<file path="src/rtl/rv32imf_wake_unit_pkg.sv">
// Shared types for the wake unit: FSM state encoding and wake counter width.
package rv32imf_pkg;

  typedef enum logic [1:0] {
    WAKE_RUN,
    WAKE_SLEEP,
    WAKE_WAKE
  } wake_state_e;

  localparam int WAKE_CNT_W = 16;

endpackage

</file>
<file path="src/rtl/rv32imf_wake_unit_if.sv">
// Event/wake bundle between the core-side environment (master) and the wake unit (slave).
interface rv32imf_wake_unit_if #(
  parameter int NUM_EVENTS = 8
);
  import rv32imf_pkg::*;

  localparam int ID_W = $clog2(NUM_EVENTS);

  // ev_ack_i works as ready against event_valid_o: a pending bit retires only on a cycle
  // where both are high, and an ack with event_valid_o low has no effect.
  logic                  core_sleep_i;
  logic [NUM_EVENTS-1:0] event_i;
  logic                  mask_we_i;
  logic [NUM_EVENTS-1:0] mask_wdata_i;
  logic                  ev_ack_i;
  logic                  wake_from_sleep_o;
  logic                  pulp_clock_en_o;
  logic                  event_valid_o;
  logic [ID_W-1:0]       event_id_o;
  logic [NUM_EVENTS-1:0] mask_o;
  logic [WAKE_CNT_W-1:0] wake_count_o;
  wake_state_e           state;

  modport master (
    output core_sleep_i, event_i, mask_we_i, mask_wdata_i, ev_ack_i,
    input  wake_from_sleep_o, pulp_clock_en_o, event_valid_o, event_id_o,
    input  mask_o, wake_count_o, state
  );

  modport slave (
    input  core_sleep_i, event_i, mask_we_i, mask_wdata_i, ev_ack_i,
    output wake_from_sleep_o, pulp_clock_en_o, event_valid_o, event_id_o,
    output mask_o, wake_count_o, state
  );

endinterface

</file>
<file path="src/rtl/rv32imf_wake_unit_prio_enc.sv">
// Combinational lowest-index-first priority encoder.
module rv32imf_event_prio_enc #(
  parameter int N = 8
) (
  input  logic [N-1:0]         req,
  output logic                 valid,
  output logic [$clog2(N)-1:0] idx
);

  localparam int IW = $clog2(N);

  always_comb begin
    valid = |req;
    idx   = '0;
    // Scan downward so the lowest set index is the last one written.
    for (int i = N - 1; i >= 0; i--) begin
      if (req[i]) idx = IW'(i);
    end
  end

endmodule

</file>
<file path="src/rtl/rv32imf_wake_unit.sv">
// Wake unit: pending/masked event tracking and RUN/SLEEP/WAKE control of wake and clock enable.
// Optional wake-up counter enabled by defining RV32IMF_WAKE_COUNTER_EN.
module rv32imf_wake_unit
  import rv32imf_pkg::*;
#(
  parameter int NUM_EVENTS = 8,
  parameter int WAKE_DELAY = 2
) (
  input  logic           clk_i,
  input  logic           rst_i,
  rv32imf_wake_unit_if.slave bus
);

  localparam int ID_W  = $clog2(NUM_EVENTS);
  localparam int CNT_W = $clog2(WAKE_DELAY + 1);
  localparam logic [CNT_W-1:0] CNT_LOAD = CNT_W'(WAKE_DELAY - 1);

  logic [NUM_EVENTS-1:0] pending_q;
  logic [NUM_EVENTS-1:0] mask_q;
  logic [NUM_EVENTS-1:0] live;
  logic [NUM_EVENTS-1:0] clr;
  logic [ID_W-1:0]       event_id;
  logic                  wake_req;
  logic                  enter_wake;
  logic [CNT_W-1:0]      cnt_q;
  logic                  wake_q;
  logic                  clk_en_q;
  wake_state_e           state_q;

  assign live = pending_q & mask_q;

  rv32imf_event_prio_enc #(.N(NUM_EVENTS)) u_prio_enc (
    .req   (live),
    .valid (wake_req),
    .idx   (event_id)
  );

  assign clr        = (bus.ev_ack_i && wake_req) ? (NUM_EVENTS'(1) << event_id) : '0;
  assign enter_wake = wake_req && ((state_q == WAKE_SLEEP) ||
                                   ((state_q == WAKE_RUN) && bus.core_sleep_i));

  // Setting is applied after clearing so a re-asserted event survives its own ack.
  always_ff @(posedge clk_i) begin
    if (rst_i) begin
      pending_q <= '0;
      mask_q    <= '1;
    end else begin
      pending_q <= (pending_q & ~clr) | bus.event_i;
      if (bus.mask_we_i) mask_q <= bus.mask_wdata_i;
    end
  end

  always_ff @(posedge clk_i) begin
    if (rst_i) begin
      state_q  <= WAKE_RUN;
      cnt_q    <= '0;
      wake_q   <= 1'b0;
      clk_en_q <= 1'b1;
    end else begin
      case (state_q)
        WAKE_RUN, WAKE_SLEEP: begin
          if (enter_wake) begin
            state_q  <= WAKE_WAKE;
            cnt_q    <= CNT_LOAD;
            wake_q   <= 1'b1;
            clk_en_q <= 1'b1;
          end else if (state_q == WAKE_RUN && bus.core_sleep_i) begin
            state_q  <= WAKE_SLEEP;
            wake_q   <= 1'b0;
            clk_en_q <= 1'b0;
          end
        end
        WAKE_WAKE: begin
          if (cnt_q != '0) cnt_q <= cnt_q - 1'b1;
          // Wake stays asserted while the core still reports sleep, past the minimum hold.
          if (cnt_q == '0 && !bus.core_sleep_i) begin
            state_q  <= WAKE_RUN;
            wake_q   <= 1'b0;
            clk_en_q <= 1'b1;
          end
        end
        default: begin
          state_q  <= WAKE_RUN;
          wake_q   <= 1'b0;
          clk_en_q <= 1'b1;
        end
      endcase
    end
  end

`ifdef RV32IMF_WAKE_COUNTER_EN
  logic [WAKE_CNT_W-1:0] wake_count_q;

  always_ff @(posedge clk_i) begin
    if (rst_i) wake_count_q <= '0;
    else if (enter_wake) wake_count_q <= wake_count_q + 1'b1;
  end

  assign bus.wake_count_o = wake_count_q;
`else
  assign bus.wake_count_o = '0;
`endif

  assign bus.wake_from_sleep_o = wake_q;
  assign bus.pulp_clock_en_o   = clk_en_q;
  assign bus.event_valid_o     = wake_req;
  assign bus.event_id_o        = event_id;
  assign bus.mask_o            = mask_q;
  assign bus.state             = state_q;

endmodule
</file>
<file path="src/flat_wrapper.sv">
// flat-port wrapper written by rule: the top's interface ports become plain ports
module rv32imf_wake_unit_flat import rv32imf_pkg::*;
#(
  parameter int NUM_EVENTS = 8,
  parameter int WAKE_DELAY = 2
)
  (clk_i, rst_i, bus_core_sleep_i, bus_event_i, bus_mask_we_i, bus_mask_wdata_i, bus_ev_ack_i, bus_wake_from_sleep_o, bus_pulp_clock_en_o, bus_event_valid_o, bus_event_id_o, bus_mask_o, bus_wake_count_o, bus_state);
  rv32imf_wake_unit_if #(.NUM_EVENTS(NUM_EVENTS)) bus_i ();
  input  logic clk_i;
  input  logic rst_i;
  input wire logic [$bits(bus_i.core_sleep_i)-1:0] bus_core_sleep_i;
  input wire logic [$bits(bus_i.event_i)-1:0] bus_event_i;
  input wire logic [$bits(bus_i.mask_we_i)-1:0] bus_mask_we_i;
  input wire logic [$bits(bus_i.mask_wdata_i)-1:0] bus_mask_wdata_i;
  input wire logic [$bits(bus_i.ev_ack_i)-1:0] bus_ev_ack_i;
  output wire logic [$bits(bus_i.wake_from_sleep_o)-1:0] bus_wake_from_sleep_o;
  output wire logic [$bits(bus_i.pulp_clock_en_o)-1:0] bus_pulp_clock_en_o;
  output wire logic [$bits(bus_i.event_valid_o)-1:0] bus_event_valid_o;
  output wire logic [$bits(bus_i.event_id_o)-1:0] bus_event_id_o;
  output wire logic [$bits(bus_i.mask_o)-1:0] bus_mask_o;
  output wire logic [$bits(bus_i.wake_count_o)-1:0] bus_wake_count_o;
  output wire logic [$bits(bus_i.state)-1:0] bus_state;
  assign bus_i.core_sleep_i = bus_core_sleep_i;
  assign bus_i.event_i = bus_event_i;
  assign bus_i.mask_we_i = bus_mask_we_i;
  assign bus_i.mask_wdata_i = bus_mask_wdata_i;
  assign bus_i.ev_ack_i = bus_ev_ack_i;
  assign bus_wake_from_sleep_o = bus_i.wake_from_sleep_o;
  assign bus_pulp_clock_en_o = bus_i.pulp_clock_en_o;
  assign bus_event_valid_o = bus_i.event_valid_o;
  assign bus_event_id_o = bus_i.event_id_o;
  assign bus_mask_o = bus_i.mask_o;
  assign bus_wake_count_o = bus_i.wake_count_o;
  assign bus_state = bus_i.state;
  rv32imf_wake_unit #(.NUM_EVENTS(NUM_EVENTS), .WAKE_DELAY(WAKE_DELAY)) u_core (.clk_i(clk_i), .rst_i(rst_i), .bus(bus_i));
endmodule
</file>
<file path="config.mk">
export PLATFORM = sky130hd
export DESIGN_NAME = rv32imf_wake_unit_flat
export DESIGN_NICKNAME = d
export VERILOG_FILES = /design/src/rtl/rv32imf_wake_unit_pkg.sv /design/src/rtl/rv32imf_wake_unit_if.sv /design/src/rtl/rv32imf_wake_unit_prio_enc.sv /design/src/rtl/rv32imf_wake_unit.sv /design/src/flat_wrapper.sv
export SDC_FILE = /design/constraint.sdc
export NUM_CORES = 1
export LEC_CHECK = 0
export BUFFER_PORTS_ARGS = -buffer_cell sky130_fd_sc_hd__buf_2
export CAP_MARGIN = 10
export CORE_MARGIN = 2
export CORE_UTILIZATION = 45
export DETAILED_ROUTE_END_ITERATION = 8
export PLACE_DENSITY = 0.78
export SYNTH_ARGS = -nofsm -noshare
export SYNTH_HDL_FRONTEND = slang
export SYNTH_HIERARCHICAL = 1
export SYNTH_SLANG_ARGS = --single-unit
</file>
<file path="constraint.sdc">
create_clock -name clk_i -period 2 [get_ports clk_i]
set_clock_uncertainty 0.05 [all_clocks]
set_input_delay 0.2 -clock clk_i [delete_from_list [all_inputs] [get_ports clk_i]]
set_output_delay 0.2 -clock clk_i [all_outputs]
set_load 0.01 [all_outputs]
</file>
**Word level (Yosys, flattened, before mapping)**

Cells that the tools add are included.
W data, S select, Z words.

- Bits in registers: 22
- Output and inout port bits: 32
- Input port bits: 21
- Logic and storage cells: 54

- Eq/ne operators: 6
- Bitwise operators: 4
- Reductions and logical operators: 14
- Shifts and indexed selects: 1
- Add/sub/neg operators: 1
- Muxes and demuxes: 22

Operator list:

| kind | number |
|---|---|
| $mux W3 | 8 |
| $and A8 B8 Y8 | 2 |
| $mux W2 | 5 |
| $mux W8 | 1 |
| $not A8 Y8 | 1 |
| $or A8 B8 Y8 | 1 |
| $pmux W2 S2 | 2 |
| $reduce_or A8 Y1 | 1 |
| $shl A1 B3 Y8 const A | 1 |
| $ne A2 B1 Y1 const B | 3 |
| $logic_and A1 B1 Y1 | 4 |
| $logic_not A2 Y1 | 2 |
| $mux W1 | 4 |
| $pmux W1 S2 | 2 |
| $reduce_bool A2 Y1 | 2 |
| $ne A3 B1 Y1 const B | 1 |
| $reduce_and A3 Y1 | 1 |
| $eq A2 B1 Y1 const B | 1 |
| $eq A2 B2 Y1 const B | 1 |
| $reduce_and A2 Y1 | 1 |
| $reduce_or A2 Y1 | 1 |
| $sub A2 B1 Y2 const B | 1 |
| $logic_not A1 Y1 | 1 |
| $logic_or A1 B1 Y1 | 1 |

**Depth between registers and ports, before layout**

- Depth after elaboration: 14
- Mapped depth: 7
- Mapped depth without buffers: 7

**Hierarchy**

Netlist, hierarchy kept.

By module, submodules not included:

| module | cells an instance | times used | area each (um^2) | sequential area each (um^2) |
|---|---|---|---|---|
| rv32imf_wake_unit | 119 | 1 | 1036.0 | 420.4 |
| rv32imf_event_prio_enc | 13 | 1 | 81.3 | 0.0 |

**Worst setup path after synthesis**

Ideal clock, no wire load.

- Kind: register to register
- From: register u_core.mask_q[7] (netlist: u_core/bus.mask_o[7])
- To: register u_core.pending_q[1]
- Stages on the path, launching flop included: 7
- Arrival: 1.750 ns
- Buffers on the path: 0
- Path slack: 0.080 ns
- Required time: 1.830 ns
- Clock period less this slack: 1.920 ns
- Library setup time: 0.120 ns
- Cell sequence: dfxtp_1 -> and2_1 -> a21oi_1 -> o41ai_1 -> nand2b_1 -> o21ai_0 -> a21oi_1

- Word-level cells in the longest chain between the ends: 14
- Elaborated cells between the ends (all ways): 16
- Those cells by class: 1 x shift; 9 x mux; 4 x bitwise; 2 x reduce/logical

Ends and longest elaborated chain:

| element | RTL line | source |
|---|---|---|
| from (decl) | rv32imf_wake_unit.sv:19 | `logic [NUM_EVENTS-1:0] mask_q;` |
| from (signal assigned) | rv32imf_wake_unit.sv:49 | `if (bus.mask_we_i) mask_q <= bus.mask_wdata_i;` |
| $and A8 B8 Y8 | rv32imf_wake_unit.sv:30 | `assign live = pending_q & mask_q;` |
| net u_core.live[7] | rv32imf_wake_unit.sv:20 | `logic [NUM_EVENTS-1:0] live;` |
| $mux W3 (8 in a row) | rv32imf_wake_unit_prio_enc.sv:17 | `if (req[i]) idx = IW'(i);` |
| net bus_event_id_o[0] | flat_wrapper.sv:19 | `output wire logic [$bits(bus_i.event_id_o)-1:0] bus_event_id_o;` |
| $shl A1 B3 Y8 | rv32imf_wake_unit.sv:38 | `assign clr = (bus.ev_ack_i && wake_req) ? (NUM_EVENTS'(1) << event_id) : '0;` |
| $mux W8 | rv32imf_wake_unit.sv:38 |  |
| $not A8 Y8 | rv32imf_wake_unit.sv:48 | `pending_q <= (pending_q & ~clr) \| bus.event_i;` |
| $and A8 B8 Y8 | rv32imf_wake_unit.sv:48 |  |
| $or A8 B8 Y8 | rv32imf_wake_unit.sv:48 |  |
| to (signal assigned) | rv32imf_wake_unit.sv:48 |  |
| to (decl) | rv32imf_wake_unit.sv:18 | `logic [NUM_EVENTS-1:0] pending_q;` |

The timed path passes the listed nets, and every way through them passes these cells.
A chain may end at the register's enable or synchronous reset.

**Worst setup path after layout**

- From: register u_core.pending_q[4]
- To: output bus_event_valid_o

- Word-level cells in the longest chain between the ends: 2

Ends and longest elaborated chain:

| element | RTL line | source |
|---|---|---|
| $and A8 B8 Y8 | rv32imf_wake_unit.sv:30 |  |
| net u_core.live[4] | rv32imf_wake_unit.sv:20 |  |
| $reduce_or A8 Y1 | rv32imf_wake_unit_prio_enc.sv:13 | `valid = \|req;` |
| to (decl) | flat_wrapper.sv:18 | `output wire logic [$bits(bus_i.event_valid_o)-1:0] bus_event_valid_o;` |

The timed path passes the listed nets, and every way through them passes these cells.

==> impl_metrics.tcl <==
set metrics [dict create \
    vias_per_cell 4.86 \
    end_kind "output pin" \
    regArea_um2 420 \
    p_sw_w 0.000302 \
    reg2reg_depth 6 \
    cts_resized 0 \
    drt-initial-drc-count 15 \
    drc 0 \
    insertion_delay_ns 0.31 \
    core-area_um2 2410 \
    synth_seq_area_share 0.376 \
    pwr-share-comb 0.268 \
    reg2reg_setup_slack_ns 0.24 \
    setup_slack_ns 0.0773 \
    die_area_um2 2900 \
    die_w_um 53.8 \
    fin_crit_sh 0.961 \
    power.leakage_nw 0.602 \
    dp_slack_ns 0.274 \
    hold_start "bus_mask_wdata_i[0]" \
    crit_start "u_core/pending_q[4]$_SDFF_PP0_" \
    first_pass_iters 4 \
    worstSetupPathType "flip-flop to output pin" \
    boundaryPins 53 \
    r2r-start "u_core/pending_q[4]$_SDFF_PP0_" \
    grtUsageTotal 0.168 \
    hold_viol_final 0 \
    internal_power_w 0.000640 \
    grt_pass1_vias 867 \
    wl_per_cell_um 11.7 \
    place_congestion 0.899 \
    cap_viol_max_count 0 \
    cp.arrival_ns 1.67 \
    worst-endpoint-required_ns 1.75 \
    drtAntennaViolNets 0 \
    cp_max_fo 6 \
    grt_max_degree 20 \
    mostFrequentLayoutCells "buf_2 (36), dfxtp_1 (21), conb_1 (16), inv_1 (10), nor2b_1 (10)" \
    pwr-share-seq 0.505 \
    ys_ff_latch 21 \
    rows 18 \
    cts.path.max_buffers 2 \
    fin_setup_tns_ns 0 \
    rsz0062_at_grt "false" \
    multiInputGateArea_um2 564 \
    syn_area_um2 1120 \
    drive_above_1_share 0.265 \
    ys_types 32 \
    syn_inst 132 \
    hold_class "input port to flip-flop" \
    setup_viol 0 \
    dieHeight_um 53.8 \
    final_common_cell "buf_2" \
    drv_slew 0 \
    grt_pass1_wl_mm 3.50 \
    hold_depth 2 \
    cts_tree "yes" \
    cts.sinks 21 \
    routed-via-count 972 \
    max_freq_mhz 520 \
    dp_hpwl_mm 1.81 \
    globalRouteOverflowTotal 0 \
    port_buffers 36 \
    ctsHoldBuffers 0 \
    synth_ff_type "dfxtp_1" \
    timing.rr.end "u_core/pending_q[1]$_SDFF_PP0_" \
    outcome "finished clean" \
    swShare 0.320 \
    num-fill-cells 233 \
    hold_ws_ns 0.0347 \
    start_kind "flip-flop" \
    cts_made_buffers 3 \
    syn_avg_cell_area_um2 8.46 \
    diodes 0 \
    wl_mm 2.34 \
    synthArstFlopShare 0 \
    cts_setup_buffers 0 \
    htree_levels 1 \
    power_frac_clock 0.228 \
    synth_edf_count 0 \
    power_density_nw_per_um2 728 \
    start_util 0.464 \
    ys_warn_count 6 \
    syn_to_final_growth_pct 15.9 \
    min_to "u_core/bus.mask_o[0]$_SDFFE_PP1P_" \
    clkTransAtPathRegs_ns 0.12 \
    layout_min_cycle_time_ns 1.92 \
    final_nets 193 \
    clock-root-buffer "clkbuf_4" \
    antenna_found_initial 0 \
    ir_worst_vdd_mv 0.503 \
]
-- final cells by class --
type                    instances  area share
clock buffers                   3      0.0174
clock inverters                 1     0.00580
inverters                      10      0.0290
multi-input cells              96       0.436
flip-flops and latches         21       0.325
well taps                      30      0.0290
repair buffers                 39       0.158
-- through the flow --
stage | cells | total power, W | cell area [µm²] | utilization
CTS | 199 | 0.000950 | 1280 | 0.533
detailed placement | 195 | 0.000735 | 1250 | 0.521
finish | 200 | 0.000942 | 1290 | 0.537
global placement | 195 | 0.000723 | 1250 | 0.521
floorplan | 147 | 0.000671 | 1170 | -
global route | 200 | 0.00101 | 1290 | 0.537
-- Yosys cell counts, types with 3 or more instances --
cell,count,share of area
dfxtp_1,21,0.38
buf_4,18,0.12
inv_1,10,0.034
nor2b_1,10,0.056
a21oi_1,9,0.040
o21ai_0,9,0.040
a211o_1,8,0.063
and2_1,8,0.045
nor2_1,7,0.024
nand2b_1,3,0.017
nand3_1,3,0.013
nor3_1,3,0.013
-- flip-flops by register name, indices dropped and copies added (netlist names) --
name and count:
u_core/cnt_q 2, u_core/bus.pulp_clock_en_o 1, u_core/bus.state 1, u_core/pending_q 8, u_core/bus.mask_o 8, u_core/bus.wake_from_sleep_o 1
-- layer usage --
layer / global-route usage / wire [µm] / up-vias
met2: 0.305 / 1240 / 26
met5: 0 / 0 / -
met3: 0.0583 / 131 / 0
met1: 0.191 / 972 / 451
met4: 0.0214 / 0 / 0
li1: - / - / 495
-- power groups by stage --
stage	registers, W	logic (W)	clock network [W]
floorplan	0.000487	0.000184	0
global placement	0.000484	0.000239	0
detailed placement	0.000485	0.000250	0
CTS	0.000476	0.000251	0.000223
global route	0.000481	0.000284	0.000244
finish	0.000476	0.000252	0.000214
-- worst max-delay path: stages (launching register included) --
cell and delay (ns):
dfxtp_1 0.33, and2_1 0.19, nor4_2 0.35, nand3_1 0.27
buf_2 0.22
-- how the worst max path moves through the flow --
stage	to
after floorplan	u_core/pending_q[1]$_SDFF_PP0_
after global placement	u_core/pending_q[0]$_SDFF_PP0_
after detailed placement	u_core/pending_q[1]$_SDFF_PP0_
after CTS	bus_event_valid_o
after global routing	bus_event_valid_o
final	bus_event_valid_o
-- logic make-up after synthesis --
kind of cell | Yosys count | share of synthesized area
and+or+nand+nor | 44 | 0.232
AOI/OAI and AO/OA | 34 | 0.200
buffers and inverters | 30 | 0.169
DFF | 21 | 0.376
xor gates and xnor gates | 1 | 0.00784
adders and majority gates | 1 | 0.0112
other | 1 | 0.00336
No activity file was read; power rests on OpenSTA's default activity.
